File: config.mk
export PLATFORM = sky130hd
export DESIGN_NAME = shifter_serial_ctrl
export DESIGN_NICKNAME = d
export VERILOG_FILES = /design/src/rtl/shifter_serial_ctrl.sv
export SDC_FILE = /design/constraint.sdc
export NUM_CORES = 1
export LEC_CHECK = 0
export BUFFER_PORTS_ARGS = -buffer_cell sky130_fd_sc_hd__buf_2
export CAP_MARGIN = 10
export CORE_MARGIN = 4
export CORE_UTILIZATION = 45
export DETAILED_ROUTE_END_ITERATION = 6
export PLACE_DENSITY = 0.77
export SLEW_MARGIN = 10
export SYNTH_ARGS = -nofsm -noshare
export SYNTH_HDL_FRONTEND = slang
export SYNTH_SLANG_ARGS = --single-unit
File: constraint.sdc
create_clock -name clk -period 4.15 [get_ports clk]
set_input_delay 0.2075 -clock clk [delete_from_list [all_inputs] [get_ports clk]]
set_output_delay 0.2075 -clock clk [all_outputs]
set_load 0.02 [all_outputs]
File: src/rtl/shifter_serial_ctrl.sv
// shifter_serial_ctrl
//
// Sequencer sitting in front of an external parallel-load shifter. It takes a
// word on a valid/ready handshake and loads it into the shifter. It then
// clocks the word out serially while clocking ser_i in. After BUS_WIDTH shifts
// it presents the received word with a one-cycle rx_valid_o pulse.
//
// Ports
//   clk          system clock, rising edge
//   rst_i        asynchronous active-high reset
//   tx_data_i    word to transmit
//   tx_valid_i   tx_data_i valid
//   tx_ready_o   block can accept a word this cycle
//   ser_i        serial input bit
//   ser_o        serial output bit (shifter end bit, combinational)
//   shift_q_i    shifter register contents
//   load_data_o  shifter parallel-load word
//   select1_o    shifter mode code, bit 0
//   select2_o    shifter mode code, bit 1
//   dataR_o      shifter fill bit entering bit 0
//   dataL_o      shifter fill bit entering bit BUS_WIDTH-1
//   rx_data_o    received word
//   rx_valid_o   one-cycle pulse, rx_data_o valid
//   busy_o       transfer in progress
//
// Shifter mode code {select2_o, select1_o}:
//   00 hold | 01 parallel load | 10 shift toward MSB | 11 shift toward LSB
//
// state | meaning
// IDLE  | ready for a word; shifter held
// LOAD  | parallel-load the accepted word into the shifter
// SHIFT | one shift every BIT_CYCLES clocks, BUS_WIDTH shifts in total
// DONE  | capture shifter contents as the received word

module shifter_serial_ctrl #(
  parameter int BUS_WIDTH  = 8,
  parameter int BIT_CYCLES = 1,
  parameter bit MSB_FIRST  = 1'b1
) (
  input  logic                 clk,
  input  logic                 rst_i,
  input  logic [BUS_WIDTH-1:0] tx_data_i,
  input  logic                 tx_valid_i,
  output logic                 tx_ready_o,
  input  logic                 ser_i,
  output logic                 ser_o,
  input  logic [BUS_WIDTH-1:0] shift_q_i,
  output logic [BUS_WIDTH-1:0] load_data_o,
  output logic                 select1_o,
  output logic                 select2_o,
  output logic                 dataR_o,
  output logic                 dataL_o,
  output logic [BUS_WIDTH-1:0] rx_data_o,
  output logic                 rx_valid_o,
  output logic                 busy_o
);

  localparam int BW = $clog2(BUS_WIDTH + 1);
  localparam int DW = (BIT_CYCLES > 1) ? $clog2(BIT_CYCLES) : 1;

  localparam logic [BW-1:0] BIT_LAST = BW'(BUS_WIDTH - 1);
  localparam logic [DW-1:0] DIV_LAST = DW'(BIT_CYCLES - 1);

  localparam logic [1:0] CODE_HOLD  = 2'b00;
  localparam logic [1:0] CODE_LOAD  = 2'b01;
  localparam logic [1:0] CODE_SHIFT = MSB_FIRST ? 2'b10 : 2'b11;

  typedef enum logic [1:0] {
    IDLE  = 2'd0,
    LOAD  = 2'd1,
    SHIFT = 2'd2,
    DONE  = 2'd3
  } state_t;

  state_t                 state_q, state_d;
  logic [BUS_WIDTH-1:0]   hold_q;
  logic [BW-1:0]          bit_cnt_q;
  logic [DW-1:0]          div_cnt_q;
  logic [BUS_WIDTH-1:0]   rx_data_q;
  logic                   rx_valid_q;
  logic [1:0]             code;
  logic                   accept;
  logic                   shift_en;

  // Ready is masked by reset so it stays low while rst_i is held and rises
  // in the first cycle after release.
  assign tx_ready_o = (state_q == IDLE) && !rst_i;

  always_comb begin
    state_d  = state_q;
    code     = CODE_HOLD;
    accept   = 1'b0;
    shift_en = 1'b0;
    case (state_q)
      IDLE: begin
        if (tx_valid_i && tx_ready_o) begin
          accept  = 1'b1;
          state_d = LOAD;
        end
      end
      LOAD: begin
        code    = CODE_LOAD;
        state_d = SHIFT;
      end
      SHIFT: begin
        if (div_cnt_q == DIV_LAST) begin
          code     = CODE_SHIFT;
          shift_en = 1'b1;
          if (bit_cnt_q == BIT_LAST) begin
            state_d = DONE;
          end
        end
      end
      DONE: begin
        state_d = IDLE;
      end
      default: begin
        state_d = IDLE;
      end
    endcase
  end

  always_ff @(posedge clk or posedge rst_i) begin
    if (rst_i) begin
      state_q    <= IDLE;
      hold_q     <= '0;
      bit_cnt_q  <= '0;
      div_cnt_q  <= '0;
      rx_data_q  <= '0;
      rx_valid_q <= 1'b0;
    end else begin
      state_q    <= state_d;
      rx_valid_q <= (state_q == DONE);
      if (accept) begin
        hold_q <= tx_data_i;
      end
      if (state_q == LOAD) begin
        bit_cnt_q <= '0;
        div_cnt_q <= '0;
      end else if (state_q == SHIFT) begin
        div_cnt_q <= (div_cnt_q == DIV_LAST) ? '0 : div_cnt_q + DW'(1);
        if (shift_en) begin
          bit_cnt_q <= bit_cnt_q + BW'(1);
        end
      end
      if (state_q == DONE) begin
        rx_data_q <= shift_q_i;
      end
    end
  end

  assign {select2_o, select1_o} = code;
  assign load_data_o = hold_q;
  assign rx_data_o   = rx_data_q;
  assign rx_valid_o  = rx_valid_q;
  assign busy_o      = (state_q != IDLE);

  // The far end of the shifter in the shift direction is the outgoing bit.
  assign ser_o   = MSB_FIRST ? shift_q_i[BUS_WIDTH-1] : shift_q_i[0];
  assign dataR_o = MSB_FIRST ? ser_i : 1'b0;
  assign dataL_o = MSB_FIRST ? 1'b0  : ser_i;

endmodule

==> impl_metrics.env <==
export IMPL_status="completed"
export IMPL_diodes=0
export IMPL_synth_seq_cells=23
export IMPL_p_per_area_nw_per_um2=844
export IMPL_place_inst=136
export IMPL_fin_skew_ns=0.00149
export IMPL_stdcell_area_sq_um=1260
export IMPL_finalNetCount=138
export IMPL_final_layout_size_suffix_gt1_share_pct=55.4
export IMPL_cts_hold_buf=0
export IMPL_antenna_found_initial=0
export IMPL_ir_drop_v=0.000379
export IMPL_die_x_um=55.8
export IMPL_yosysSeqAreaShare_pct=55.9
export IMPL_cp_max_fo=4
export IMPL_synth_area_leader_cell="dfrtp_1"
export IMPL_yosysUniqueCellTypes=21
export IMPL_hold_viol=0
export IMPL_cts_resized=0
export IMPL_numClockSinks=23
export IMPL_cts_buffers=3
export IMPL_synth_top_area_share_pct=55.9
export IMPL_placed_area_sq_um=1240
export IMPL_rsz0062_at_grt="no"
export IMPL_slowest_delay_ns=0.43
export IMPL_worst_path_max_delay_cell="dfrtp_1"
export IMPL_cp_data_required_time_ns=3.94
export IMPL_grt_pass1_vias=765
export IMPL_final_cells=140
export IMPL_syn_to_final_growth_pct=22.7
export IMPL_route_vias_total=679
export IMPL_synthesis_instances=72
export IMPL_drtAntennaViolNets=0
export IMPL_syn_area_sq_um=1030
export IMPL_finalMaxSlewViolations=0
export IMPL_worstMarginPinSlew_ns=0.834
export IMPL_cts_buffer_depth=2
export IMPL_first_pass_iters=4
export IMPL_dieArea_sq_um=3120
export IMPL_drc_errors=0
export IMPL_synth_nets=97
export IMPL_cts_tree="built"
export IMPL_grt_pass1_wl_um=3480
export IMPL_ctsRootBufferMaster="clkbuf_4"
export IMPL_rows=17
export IMPL_path_clk_slew_ns=0.12
export IMPL_die_height_um=55.8
export IMPL_grt_usage_pct=14.3
export IMPL_synth_most_common_cell="dfrtp_1"
export IMPL_hold_class="input port to async pin"
export IMPL_viasPerCell=4.85
export IMPL_place_hpwl_um=1560
export IMPL_relSlewSlack_pct=44.3
export IMPL_netlist_top_cells_area="dfrtp_1 (56%), mux2_4 (12%), mux2_2 (9.8%)"
export IMPL_grt_max_degree=24
export IMPL_core_area_sq_um=2190
export IMPL_avgSynthCellArea_sq_um=14.3
export IMPL_p_leak_nw=0.674
export IMPL_routed_wl_um=1950
export IMPL_routedWlPerCell_um=13.9
export IMPL_gp_congestion=0.786
export IMPL_worstSetupPathType="register to output pin"
export IMPL_insertion_delay_ns=0.30
export IMPL_ios=44
export IMPL_fin_crit_ns=1.63
export IMPL_ys_flop_type="dfrtp_1"
export IMPL_fin_tns_setup_ns=0
export IMPL_synthArstFlopShare_pct=100
export IMPL_cts_setup_buffers=0
export IMPL_endpoint_kind="output pin"
export IMPL_synth_edf_count=0
export IMPL_portBuffers=40
export IMPL_finalSetupViolations=0
export IMPL_final_util_pct=57.7
export IMPL_timing_fmax_ghz=0.615
export IMPL_critPathBufInv=2
export IMPL_htree_levels=1
export IMPL_arrival_ns=1.42
export IMPL_start_util_pct=47.0
export IMPL_cp_top_family="flip-flops"
export IMPL_drv_cap=0
export IMPL_drtIter0Drc=8
export IMPL_path_cells="inv_1 > ha_1 > nor2b_4 > buf_2"
export IMPL_yosysWarnings=0
export IMPL_grt_ovfl_total=0
export IMPL_period_share_pct=39.2
export IMPL_synthTopCellsByCount="dfrtp_1 (23), mux2_2 (9), mux2_4 (8), ha_1 (5), inv_1 (5)"
export IMPL_critPathLaunchType="register"
-- cell families (layout without fill, tap and decap cells) --
logic type	Yosys count	count (layout)	synth area share [%]
fa+ha+maj	5	5	6.08
mux	18	18	22.5
other cells	1	1	0.364
simple gates	8	8	5.71
compound gates	8	8	4.98
buf+inv	9	49	4.50
flops	23	23	55.9
-- power by group --
| group | switching [W] | total, W | internal [W] |
|---|---|---|---|
| logic | 0.000304 | 0.000562 | 0.000259 |
| clock network | 0.0000622 | 0.0000997 | 0.0000375 |
| registers | 0.0000670 | 0.000405 | 0.000338 |
| total | 0.000433 | 0.00107 | 0.000634 |
-- metrics by stage --
step | setup slack, ns | hold slack, ns | total power [W]
final | 2.52 | 0.0877 | 0.00107
after global routing | 2.41 | 0.116 | 0.00115
after CTS | 2.50 | 0.109 | 0.00108
after detailed placement | 2.67 | 0.415 | 0.000979
after global placement | 2.73 | 0.415 | 0.000953
after floorplan | 2.68 | 0.209 | 0.000812
-- worst register-to-register path, cell delays in order, from the launching register on --
cell and delay, ns:
dfrtp_1 0.43, inv_1 0.09, ha_1 0.22, nor2b_4 0.19, nand2_4 0.12, mux2_4 0.32
-- final timing paths --
check	start	endpoint	slack, ns	cells after the start
setup reg to reg	state_q[0]	load_data_o[0]	2.67	5
hold reg to reg	bit_cnt_q[3]	bit_cnt_q[3]	0.50	1
hold / removal	rst_i	load_data_o[1]	0.09	2
setup / recovery	state_q[0]	tx_ready_o	2.52	4
max in group asynchronous	rst_i	state_q[0]	3.55	2
min in group clk	tx_data_i[6]	load_data_o[6]	0.13	2
-- layer usage --
metal | GRT usage, % | wire, um
met5 | 0 | 0
met2 | 25.0 | 964
met1 | 15.4 | 802
met3 | 3.71 | 143
met4 | 8.14 | 40
-- flip-flops by register name, summed over array words and instances (netlist names) --
name and cells:
rx_valid_o 1, bit_cnt_q 4, load_data_o 8, rx_data_o 8
state_q 2
-- cell usage in the layout, fill, tap and decap left out, types with 2 or more instances in the layout --
cell type  synthesis  layout
inv_1              5       5
clkbuf_4           0       3
buf_2              1      40
nand2_1            2       2
dfrtp_1           23      23
mux2_2             9       9
ha_1               5       5
mux2_4             8       8
o21ai_0            4       4
-- cell type report --
type | instances | area [sq um]
Inverter | 5 | 18.8
Sequential cell | 23 | 576
Timing Repair Buffer | 40 | 200
Tap cell | 28 | 35.0
Fill cell | 181 | 927
Multi-Input combinational cell | 40 | 408
Clock buffer | 4 | 26.3
No activity file was read; power rests on OpenSTA's default activity.
